$ cat src/rtl/veda_master_if.sv
// Host and memory pins of the veda initiator, bundled for the controller (master)
// and for whatever sits around it: host sequencer plus memory (slave).
interface veda_master_if;
  logic        cmd_valid;
  logic        cmd_ready;
  logic [1:0]  cmd_op;
  logic [4:0]  cmd_addr;
  logic [4:0]  cmd_len;
  logic        wr_valid;
  logic        wr_ready;
  logic [31:0] wr_data;
  logic        rd_valid;
  logic [31:0] rd_data;
  logic        busy;
  logic        done;
  logic        mem_we;
  logic [4:0]  mem_addr;
  logic [31:0] mem_wdata;
  logic        mem_mode;
  logic        mem_reset;
  logic [31:0] mem_data_out;

  modport master (
    input  cmd_valid, cmd_op, cmd_addr, cmd_len, wr_valid, wr_data, mem_data_out,
    output cmd_ready, wr_ready, rd_valid, rd_data, busy, done,
           mem_we, mem_addr, mem_wdata, mem_mode, mem_reset
  );

  modport slave (
    output cmd_valid, cmd_op, cmd_addr, cmd_len, wr_valid, wr_data, mem_data_out,
    input  cmd_ready, wr_ready, rd_valid, rd_data, busy, done,
           mem_we, mem_addr, mem_wdata, mem_mode, mem_reset
  );
endinterface

$ cat src/rtl/veda_master.sv
// Burst initiator for the 32x32 veda scratch memory: read / write / clear commands
// turned into registered memory pin activity, with read data aligned by a valid tracker.
module veda_master #(
  parameter int RD_LAT = 2
) (
  input  logic          clk,
  input  logic          reset,
  veda_master_if.master bus
);

  typedef enum logic [2:0] {IDLE, WRITE, READ, DRAIN, CLEAR} state_t;

  state_t          state;
  logic [4:0]      addr;
  logic [4:0]      count;
  logic [RD_LAT:0] vld_pipe;

  assign bus.cmd_ready = (state == IDLE);
  assign bus.wr_ready  = (state == WRITE);
  assign bus.busy      = (state != IDLE);
  assign bus.rd_valid  = vld_pipe[RD_LAT];
  assign bus.rd_data   = bus.mem_data_out;

  always_ff @(posedge clk) begin
    if (reset) begin
      state         <= IDLE;
      addr          <= '0;
      count         <= '0;
      vld_pipe      <= '0;
      bus.mem_we    <= 1'b0;
      bus.mem_addr  <= '0;
      bus.mem_wdata <= '0;
      bus.mem_mode  <= 1'b1;
      bus.mem_reset <= 1'b0;
      bus.done      <= 1'b0;
    end else begin
      bus.mem_we    <= 1'b0;
      bus.mem_reset <= 1'b0;
      bus.done      <= 1'b0;
      // stage 0 marks the cycle an address sits on mem_addr; stage RD_LAT is rd_valid
      vld_pipe      <= {vld_pipe[RD_LAT-1:0], state == READ};
      case (state)
        IDLE: begin
          // mode is released here, one cycle late, so the final write beat still sees mode=0
          bus.mem_mode <= 1'b1;
          if (bus.cmd_valid) begin
            addr  <= bus.cmd_addr;
            count <= bus.cmd_len;
            case (bus.cmd_op)
              2'b00: state <= READ;
              2'b01: begin
                state        <= WRITE;
                bus.mem_mode <= 1'b0;
              end
              2'b10: begin
                state         <= CLEAR;
                bus.mem_reset <= 1'b1;
              end
              default: bus.done <= 1'b1;
            endcase
          end
        end
        WRITE: begin
          bus.mem_mode <= 1'b0;
          if (bus.wr_valid) begin
            bus.mem_we    <= 1'b1;
            bus.mem_addr  <= addr;
            bus.mem_wdata <= bus.wr_data;
            addr          <= addr + 5'd1;
            count         <= count - 5'd1;
            if (count == 5'd0) begin
              state    <= IDLE;
              bus.done <= 1'b1;
            end
          end
        end
        READ: begin
          bus.mem_addr <= addr;
          addr         <= addr + 5'd1;
          count        <= count - 5'd1;
          if (count == 5'd0) state <= DRAIN;
        end
        DRAIN: begin
          // leave when only the final stage may still hold a beat: done lands right after it
          if (vld_pipe[RD_LAT-1:0] == '0) begin
            state    <= IDLE;
            bus.done <= 1'b1;
          end
        end
        CLEAR: begin
          state    <= IDLE;
          bus.done <= 1'b1;
        end
        default: state <= IDLE;
      endcase
    end
  end

endmodule

$ cat src/flat_wrapper.sv
// flat-port wrapper written by rule: the top's interface ports become plain ports
module veda_master_flat 
#(
  parameter int RD_LAT = 2
)
  (clk, reset, bus_cmd_valid, bus_cmd_op, bus_cmd_addr, bus_cmd_len, bus_wr_valid, bus_wr_data, bus_mem_data_out, bus_cmd_ready, bus_wr_ready, bus_rd_valid, bus_rd_data, bus_busy, bus_done, bus_mem_we, bus_mem_addr, bus_mem_wdata, bus_mem_mode, bus_mem_reset);
  veda_master_if bus_i ();
  input  logic clk;
  input  logic reset;
  input wire logic [$bits(bus_i.cmd_valid)-1:0] bus_cmd_valid;
  input wire logic [$bits(bus_i.cmd_op)-1:0] bus_cmd_op;
  input wire logic [$bits(bus_i.cmd_addr)-1:0] bus_cmd_addr;
  input wire logic [$bits(bus_i.cmd_len)-1:0] bus_cmd_len;
  input wire logic [$bits(bus_i.wr_valid)-1:0] bus_wr_valid;
  input wire logic [$bits(bus_i.wr_data)-1:0] bus_wr_data;
  input wire logic [$bits(bus_i.mem_data_out)-1:0] bus_mem_data_out;
  output wire logic [$bits(bus_i.cmd_ready)-1:0] bus_cmd_ready;
  output wire logic [$bits(bus_i.wr_ready)-1:0] bus_wr_ready;
  output wire logic [$bits(bus_i.rd_valid)-1:0] bus_rd_valid;
  output wire logic [$bits(bus_i.rd_data)-1:0] bus_rd_data;
  output wire logic [$bits(bus_i.busy)-1:0] bus_busy;
  output wire logic [$bits(bus_i.done)-1:0] bus_done;
  output wire logic [$bits(bus_i.mem_we)-1:0] bus_mem_we;
  output wire logic [$bits(bus_i.mem_addr)-1:0] bus_mem_addr;
  output wire logic [$bits(bus_i.mem_wdata)-1:0] bus_mem_wdata;
  output wire logic [$bits(bus_i.mem_mode)-1:0] bus_mem_mode;
  output wire logic [$bits(bus_i.mem_reset)-1:0] bus_mem_reset;
  assign bus_i.cmd_valid = bus_cmd_valid;
  assign bus_i.cmd_op = bus_cmd_op;
  assign bus_i.cmd_addr = bus_cmd_addr;
  assign bus_i.cmd_len = bus_cmd_len;
  assign bus_i.wr_valid = bus_wr_valid;
  assign bus_i.wr_data = bus_wr_data;
  assign bus_i.mem_data_out = bus_mem_data_out;
  assign bus_cmd_ready = bus_i.cmd_ready;
  assign bus_wr_ready = bus_i.wr_ready;
  assign bus_rd_valid = bus_i.rd_valid;
  assign bus_rd_data = bus_i.rd_data;
  assign bus_busy = bus_i.busy;
  assign bus_done = bus_i.done;
  assign bus_mem_we = bus_i.mem_we;
  assign bus_mem_addr = bus_i.mem_addr;
  assign bus_mem_wdata = bus_i.mem_wdata;
  assign bus_mem_mode = bus_i.mem_mode;
  assign bus_mem_reset = bus_i.mem_reset;
  veda_master #(.RD_LAT(RD_LAT)) u_core (.clk(clk), .reset(reset), .bus(bus_i));
endmodule
$ cat config.mk
export PLATFORM = sky130hd
export DESIGN_NAME = veda_master_flat
export DESIGN_NICKNAME = d
export VERILOG_FILES = /design/src/rtl/veda_master_if.sv /design/src/rtl/veda_master.sv /design/src/flat_wrapper.sv
export SDC_FILE = /design/constraint.sdc
export NUM_CORES = 1
export LEC_CHECK = 0
export BUFFER_PORTS_ARGS = -buffer_cell sky130_fd_sc_hd__buf_4
export CAP_MARGIN = 0
export CORE_ASPECT_RATIO = 0.8
export CORE_MARGIN = 2
export CORE_UTILIZATION = 44
export CTS_CLUSTER_DIAMETER = 30
export DETAILED_ROUTE_END_ITERATION = 8
export PLACE_DENSITY = 0.81
export SYNTH_ARGS = -nofsm -noshare
export SYNTH_HDL_FRONTEND = slang
export SYNTH_SLANG_ARGS = --single-unit
$ cat constraint.sdc
create_clock -name clk -period 2.3 [get_ports clk]
set_input_delay 0.23 -clock clk [delete_from_list [all_inputs] [get_ports clk]]
set_output_delay 0.23 -clock clk [all_outputs]
set_load 0.02 [all_outputs]
==> flow_summary.toml, run 1 <==
[timing]
slew_headroom_pct = 48.4
worst_slack_ns = 0.325
fin_crit_ns = 1.98
fin_crit_sh_pct = 85.9
setup_viol_count_final = 0
tightest_slew_ns = 0.769
grt_setup_unrepaired = "false"
finalMaxSlewViolations = 0
tns_ns = 0
max_freq_mhz = 506
fin_hold_ws_ns = 0.148
fin_worst_skew_ns = 0.00703
hold_viol = 0

[worst_setup_path]
required_ns = 2.55
r2r-start = "u_core.state[0]$_SDFFE_PP0P_"
critPathLaunchType = "flop"
slowest_stage = "xnor2_1"
cp.arrival_ns = 2.22
critPathLaunch = "u_core.state[0]$_SDFFE_PP0P_"
r2r_cells = 4
crit_fanout = 15
worstPathCellList = "xnor2_1 -> nor2_1 -> a211o_2 -> nor4b_2"
critPathKind = "reg2reg"
r2r_end = "u_core.state[2]$_SDFFE_PP0P_"
endpoint_kind = "flop"
max_stage_delay_ns = 0.70
r2r_slack_ns = 0.32

[floorplanning]
core_um2 = 5880
boundaryPins = 157
dieArea_um2 = 6730
rows = 25
die_x_um = 91.2
die_h_um = 73.8
initial_core_util_pct = 45.5

[final_layout]
n_antenna_cell = 0
nFillCells = 544
final_nets = 470
multi_input_area_um2 = 1190
design_area_um2 = 3350
area_growth_pct = 25.3
final_common_cell = "buf_4"
seqCellArea_um2 = 1140
layout_common_cells = "96 x buf_4, 70 x nand2_1, 57 x dfxtp_1"
layout-drive-gt1-share_pct = 30.2

[placed_design]
port_buffers = 92
place.gp.congestion = 0.878
place_hpwl_mm = 4.22
placed_area_um2 = 3170
dp_slack_ns = 0.360

[synth]
ys_async_sr_fraction_pct = 0
syn-mean-instance-area_um2 = 8.14
synth_flop_cell = "dfxtp_1"
syn_area_um2 = 2680
syn_inst = 329
seq_area_frac_synth_pct = 42.6
ys_warn_count = 0
syn_nets = 416
synth.distinct_cells = 43
ys_ff_latch = 57
synth_edf_count = 0

[cts]
cts.clk_slew.worst_paths_ns = 0.06
cts-root-buf = "clkbuf_8"
post-cts-setup-buffer-count = 0
tritoncts = "built"
cts.htree.levels = 3
ctsResizeCount = 0
clock_latency_ns = 0.33
cts_buffers = 9
clock-sinks = 57
clock_path_buffers = 2
hold_buffers = 0

[flow_run]
maxCapViolCount = 0

[power_and_ir_drop]
power_density_nw_per_um2 = 1060
vdd_drop_max_mv = 0.511
fin_total_pwr_w = 0.00354
leakage_nw = 1.40

[route]
drc = 0
ant_nets = 0
vias = 2344
dr.pass1.iters = 4
wl_per_cell_um = 12.7
drt_wl_total_mm = 5.92
vias_per_cell = 5.01
drt-initial-drc-count = 95

[min_path]
hold_depth = 3
hold_path.startpoint = "bus_wr_data[30]"
hold_end = "u_core.bus.mem_wdata[30]$_SDFFE_PP0P_"
hold_path_class = "in2reg"

[outcome]
status = "finished clean"

[global_route]
use_met2_pct = 28.7
first_global_vias = 2100
met3_usage_pct = 7.79
grt_antenna_before_repair = 0
grtUsageTotal_pct = 17.8
grt.busiest_layer = "met2"
grt_use_met1_pct = 21.9
grt_overflow = 0
grt_max_degree = 59
grt_first_pass_wirelength_mm = 9.46
[stage by stage]
step / util (%) / cells
finish: 57.0 / 468
global route: 57.0 / 468
CTS: 57.0 / 468
detailed placement: 54.0 / 453
global placement: 54.0 / 453
floorplan: - / 329
[worst max path at each step]
stage / end / cells past startpoint
floorplan: u_core.state[0]$_SDFFE_PP0P_ / 5
global placement: u_core.state[2]$_SDFFE_PP0P_ / 4
detailed placement: u_core.state[2]$_SDFFE_PP0P_ / 4
CTS: u_core.state[2]$_SDFFE_PP0P_ / 4
global route: u_core.state[2]$_SDFFE_PP0P_ / 4
finish: u_core.state[2]$_SDFFE_PP0P_ / 4
[worst max-delay path, delay by kind of cell, from the launching register on]
kind	cells	cell delay [ns]
flops	1	0.46
simple gates	2	0.36
xor+xnor	1	0.70
compound gates	1	0.37
[registers in the layout, summed over array words and instances, names as in the netlist]
name / count
u_core.bus.mem_wdata: 32
u_core.bus.done: 1
u_core.bus.mem_addr: 5
u_core.state: 3
u_core.bus.mem_reset: 1
u_core.bus.mem_mode: 1
u_core.vld_pipe: 3
u_core.count: 5
u_core.bus.mem_we: 1
u_core.addr: 5
[layer usage]
layer / wire, µm / vias to the layer above
met2: 2640 / 94
met5: 0 / -
li1: - / 1193
met1: 2710 / 1048
met4: 47 / 0
met3: 518 / 9
[cell type report]
class | count | area share (%)
clock buffers | 13 | 5.04
inverters | 6 | 0.671
flip-flops and latches | 57 | 34.0
multi-input cells | 213 | 35.4
repair buffers | 96 | 21.5
well taps | 81 | 3.02
clock inverters | 2 | 0.373
[synthesized netlist by cell type, types with 3 or more instances]
library cell,instances,share of area [%]
a211oi_1,3,0.84
a21oi_1,40,7.5
buf_2,5,0.93
buf_4,33,9.3
clkbuf_1,14,2.0
dfxtp_1,57,43
ha_1,7,3.3
inv_1,6,0.84
mux2i_1,6,2.2
nand2_1,70,9.8
nand2b_1,4,0.93
nand3_1,5,0.93
nor2_1,14,2.0
nor2b_1,3,0.70
nor3_1,8,1.5
nor3b_1,4,1.1
o21a_1,5,1.4
o21ai_0,13,2.4
[power by group]
group	switching, W	internal (W)
clock network	0.000366	0.000471
logic	0.000774	0.000600
registers	0.000166	0.00117
[logic make-up (layout without fill, tap and decap cells)]
family                     after synthesis  count (layout)  share of synthesized area, %
and+or+nand+nor                        124             124                          21.8
AOI/OAI and AO/OA                       75              75                          16.6
adders and majority gates                7               7                          3.27
muxes                                    6               6                          2.24
buffers and inverters                   59             117                          13.1
xor gates and xnor gates                 1               1                         0.327
DFF                                     57              57                          42.6
Note: power is estimated with default switching activity, not from simulation.
==> run 2: changes to the inputs <==
ABC_AREA = 1   (was default)
CORE_UTILIZATION = 45   (was 44)
CTS_BUF_LIST = sky130_fd_sc_hd__clkbuf_4 sky130_fd_sc_hd__clkbuf_8   (was default)
PLACE_DENSITY = 0.82   (was 0.81)
==> flow_summary.toml, run 2 <==
[route]
met3WireLength_um = 538
vias_per_cell = 4.88
wl_per_cell_um = 12.5
ant_nets = 0
wl_met1_mm = 2.80
vias = 2532
highest_layer = "met4"
drc = 0
met2WireLength_mm = 3.05
drt-initial-drc-count = 101
dr.pass1.iters = 4
drt_wl_total_mm = 6.49

[worst_setup_path]
critical-path-top-delay-family = "simple AND/OR/NAND/NOR gates"
path_buf_inv = 3
slowest_stage = "nor2_4"
crit_fanout = 33
r2r_cells = 7
critPathLaunchType = "flop"
r2r_slack_ns = 0.34
max_stage_delay_ns = 0.53
worstPathCellList = "inv_1 -> nand3_2 -> nor2_4 -> inv_2 -> buf_4 -> nor2_1 -> nor2_1"
endpoint_kind = "flop"
required_ns = 2.53
cp.arrival_ns = 2.19
path_common_cell = "nor2_1"
cp_num_cells = 7
critPathKind = "reg2reg"

[cts]
clock-sinks = 57
cts.htree.levels = 3
clock_path_buffers = 2
hold_buffers = 0
ctsResizeCount = 0
tritoncts = "built"
cts-root-buf = "clkbuf_8"
cts.clk_slew.worst_paths_ns = 0.07
clock_latency_ns = 0.33
cts_buffers = 9
post-cts-setup-buffer-count = 0

[final_layout]
multi_input_area_um2 = 1150
largest_reg_flops = 32
stdcell_count = 519
final_nets = 520
final_core_util_pct = 58.5
layout-drive-gt1-share_pct = 28.5
final_common_cell = "nor2_1"
seqCellArea_um2 = 1140
layout_common_cells = "104 x nor2_1, 94 x buf_4, 57 x dfxtp_1"
top_register = "u_core.bus.mem_wdata"
n_antenna_cell = 0
area_growth_pct = 26.1
design_area_um2 = 3440
nFillCells = 572

[placed_design]
placed_area_um2 = 3200
place_inst = 503
port_buffers = 92
place_hpwl_mm = 4.60
place.gp.congestion = 0.877

[global_route]
grt_overflow = 0
grt_antenna_before_repair = 0
first_global_vias = 2442
grtUsageTotal_pct = 19.7
grt_first_pass_wirelength_mm = 10.5
grt_max_degree = 45

[timing]
tns_ns = 0
grt_setup_unrepaired = "false"
finalMaxSlewViolations = 0
fin_crit_ns = 1.96
fin_hold_ws_ns = 0.118
max_freq_mhz = 510
tightest_slew_ns = 0.646
fin_worst_skew_ns = 0.00663
hold_viol = 0
setup_viol_count_final = 0
fin_crit_sh_pct = 85.3
slew_headroom_pct = 56.8

[synth]
ys_async_sr_fraction_pct = 0
syn_nets = 463
synth_flop_cell = "dfxtp_1"
syn_inst = 376
synth_edf_count = 0
synth.distinct_cells = 25
netlist.area_leader.share_pct = 41.8
ys_warn_count = 0
synth_common_cells = "104 x nor2_1, 57 x dfxtp_1, 43 x o21ai_0"
yosys.area.top_type = "dfxtp_1"
synth_most_common_cell = "nor2_1"
syn_area_um2 = 2730
seq_area_frac_synth_pct = 41.8
syn-mean-instance-area_um2 = 7.25
ys_ff_latch = 57
yosys-top-cells-area = "dfxtp_1 42%, nor2_1 14%, buf_4 8.8%, o21ai_0 7.9%, nand2_1 5.2%"

[flow_run]
maxCapViolCount = 0

[floorplanning]
rows = 25
boundaryPins = 157
die_h_um = 73.6
dieArea_um2 = 6700
initial_core_util_pct = 46.4
core_um2 = 5880
die_x_um = 91.0

[power_and_ir_drop]
power_density_nw_per_um2 = 1280
leakage_nw = 1.75
vdd_drop_max_mv = 0.553

[min_path]
hold_path_class = "in2reg"
hold_depth = 3

[outcome]
status = "finished clean"
==> run 2: metal layers <==
| metal | vias to the layer above | track usage [%] |
|---|---|---|
| met2 | 99 | 34.0 |
| met1 | 1150 | 21.5 |
| li1 | 1268 | - |
| met4 | 0 | 8.08 |
| met5 | - | 0 |
| met3 | 15 | 8.92 |
==> run 2: worst register-to-register path: cells and delay by family, from the launching register on <==
| kind | cells | cell delay, ns |
|---|---|---|
| buffers and inverters | 3 | 0.54 |
| flip-flops | 1 | 0.43 |
| AND/OR/NAND/NOR | 4 | 0.89 |
==> run 2: area by class of cell <==
class,count,share of cell area [%]
well taps,81,2.95
repair buffers,94,20.5
clock inverters,4,2.15
clock buffers,12,4.80
multi-input cells,244,33.5
flip-flops and latches,57,33.2
inverters,27,2.95
==> run 2: kinds of logic (layout without fill, tap and decap cells) <==
kind of cell | after synthesis | in the layout | share of synthesized area (%)
buffers and inverters | 75 | 137 | 16.0
AO/OA/AOI/OAI | 60 | 60 | 11.1
flip-flops | 57 | 57 | 41.8
adder cells (fa/ha/maj) | 7 | 7 | 3.21
AND/OR/NAND/NOR | 177 | 177 | 27.9
==> run 2: per-stage QoR <==
step | power, W | setup WS, ns
6_report | 0.00440 | 0.339
3_3_place_gp | 0.00326 | 0.403
2_1_floorplan | 0.00287 | 0.842
3_5_place_dp | 0.00331 | 0.322
4_1_cts | 0.00443 | 0.308
5_1_grt | 0.00472 | 0.123
==> run 2: worst paths after layout <==
kind / start / endpoint
max: u_core.state[1]$_SDFFE_PP0P_ / u_core.bus.mem_wdata[13]$_SDFFE_PP0P_
min: bus_wr_data[16] / u_core.bus.mem_wdata[16]$_SDFFE_PP0P_
max reg2reg: u_core.state[1]$_SDFFE_PP0P_ / u_core.bus.mem_wdata[13]$_SDFFE_PP0P_
min reg2reg: u_core.vld_pipe[0]$_SDFF_PP0_ / u_core.vld_pipe[1]$_SDFF_PP0_
==> run 2: power by group <==
| group | total, W | switching [W] | leakage [nW] | internal, W |
|---|---|---|---|---|
| clock | 0.00110 | 0.000398 | 0.123 | 0.000699 |
| combinational | 0.00184 | 0.00115 | 1.16 | 0.000684 |
| sequential | 0.00147 | 0.000215 | 0.466 | 0.00125 |
| total | 0.00440 | 0.00177 | 1.75 | 0.00263 |
==> run 3: changes to the inputs <==
BUFFER_PORTS_ARGS = -buffer_cell sky130_fd_sc_hd__clkbuf_2   (was -buffer_cell sky130_fd_sc_hd__buf_4)
SKIP_LAST_GASP = 1   (was default)
==> flow_summary.toml, run 3 (synthesized netlist as in run 2, its figures left out) <==
[outcome]
status = "finished clean"

[power_and_ir_drop]
power_density_nw_per_um2 = 1270
leakage_nw = 1.67
vdd_drop_max_mv = 0.652

[timing]
hold_viol = 0
fin_crit_sh_pct = 85.4
finalMaxSlewViolations = 0
fin_worst_skew_ns = 0.00735
worst_slack_ns = 0.336
tns_ns = 0
slew_headroom_pct = 57.8
grt_setup_unrepaired = "false"
setup_viol_count_final = 0
fin_crit_ns = 1.96
max_freq_mhz = 509
tightest_slew_ns = 0.632

[floorplanning]
dieArea_um2 = 6700
rows = 25
boundaryPins = 157
die_x_um = 91.0
core_um2 = 5880
die_h_um = 73.6
initial_core_util_pct = 46.4

[route]
dr.pass1.iters = 4
vias = 2493
wl_met1_mm = 2.88
met2WireLength_mm = 2.94
drt-initial-drc-count = 77
vias_per_cell = 4.79
drt_wl_total_mm = 6.34
wl_per_cell_um = 12.2
highest_layer = "met4"
ant_nets = 0
met3WireLength_um = 449
drc = 0

[final_layout]
final_common_cell = "nor2_1"
final_nets = 522
n_antenna_cell = 0
area_growth_pct = 16.1
layout-drive-gt1-share_pct = 28.9
top_register = "u_core.bus.mem_wdata"
largest_reg_flops = 32
layout_common_cells = "104 x nor2_1, 92 x clkbuf_2, 57 x dfxtp_1"
final_core_util_pct = 53.8

[worst_setup_path]
r2r_cells = 7
r2r_slack_ns = 0.34
endpoint_kind = "flop"
cp.arrival_ns = 2.19
crit_fanout = 19
required_ns = 2.52
critPathLaunchType = "flop"
critPathKind = "reg2reg"
r2r_end = "u_core.bus.mem_wdata[14]$_SDFFE_PP0P_"
r2r-start = "u_core.state[1]$_SDFFE_PP0P_"

[cts]
clock-sinks = 57
cts_buffers = 9
post-cts-setup-buffer-count = 0
cts.htree.levels = 3
cts.clk_slew.worst_paths_ns = 0.06
clock_latency_ns = 0.33
ctsResizeCount = 0
tritoncts = "built"
cts-root-buf = "clkbuf_8"
clock_path_buffers = 2

[global_route]
grt_overflow = 0
grt_first_pass_wirelength_mm = 9.96
first_global_vias = 2217
grt_antenna_before_repair = 0
grtUsageTotal_pct = 18.6
grt_max_degree = 34

[placed_design]
place.gp.congestion = 0.857
port_buffers = 92
dp_slack_ns = 0.148
place_hpwl_mm = 4.51

[min_path]
hold_path.startpoint = "bus_wr_data[3]"
hold_end = "u_core.bus.mem_wdata[3]$_SDFFE_PP0P_"
hold_path_class = "in2reg"
hold_depth = 3

[flow_run]
maxCapViolCount = 0
-- run 3: cell count changes in the layout (fill, tap and decap cells not counted), sizes merged --
cell / before / now
clkbuf: 12 / 105
bufinv: 2 / 0
buf: 94 / 3
clkinv: 3 / 4
nor2: 108 / 109
-- run 3: worst max path at each step --
stage | startpoint | to | slack (ns) | depth (start not counted)
floorplan | u_core.state[2]$_SDFFE_PP0P_ | bus_busy | 0.84 | 4
global placement | u_core.state[1]$_SDFFE_PP0P_ | u_core.bus.mem_wdata[13]$_SDFFE_PP0P_ | 0.27 | 7
detailed placement | u_core.state[1]$_SDFFE_PP0P_ | u_core.bus.mem_wdata[14]$_SDFFE_PP0P_ | 0.15 | 7
CTS | u_core.state[1]$_SDFFE_PP0P_ | u_core.bus.mem_wdata[14]$_SDFFE_PP0P_ | 0.15 | 7
global route | u_core.state[1]$_SDFFE_PP0P_ | u_core.bus.mem_addr[1]$_SDFFE_PP0P_ | 0.15 | 8
finish | u_core.state[1]$_SDFFE_PP0P_ | u_core.bus.mem_wdata[14]$_SDFFE_PP0P_ | 0.34 | 7
-- run 3: critical path, cell delays in order (launching register included) --
cell     delay [ns]
dfxtp_1        0.42
inv_1          0.17
nand3_2        0.19
nor2_4         0.39
inv_2          0.24
buf_4          0.25
nor2_1         0.13
nor2_1         0.06
-- run 3: metal layers --
layer  up-vias  global-route usage (%)
met2        91                    28.7
met1      1116                    23.9
li1       1273                       -
met3        13                    7.28
met4         0                    7.07
met5         -                       0
-- run 3: stage by stage --
stage | hold slack, ns | cells | total power (W) | instance area, µm²
floorplan | 0.365 | 376 | 0.00287 | 2730
global placement | 0.418 | 504 | 0.00313 | 2980
detailed placement | 0.424 | 504 | 0.00317 | 2980
CTS | 0.108 | 520 | 0.00403 | 3160
global route | 0.128 | 521 | 0.00433 | 3170
finish | 0.124 | 521 | 0.00401 | 3170
-- run 3: repair_timing --
item	CTS	global route
hold buffers	0	0
endpoints found under the setup margin	0	11
endpoints found under the hold margin	0	0
-- run 3: final cells by class --
class,count,area (µm²)
well taps,81,101
repair buffers,95,483
clock buffers,13,166
fillers,620,2720
flip-flops and latches,57,1140
clock inverters,3,15.0
multi-input cells,245,1160
inverters,27,101
-- run 3: power breakdown --
part           internal [W]  leakage, nW  switching (W)
Clock              0.000468        0.100       0.000373
Combinational      0.000562         1.10        0.00114
Sequential          0.00125        0.466       0.000215
Total               0.00228         1.67        0.00173
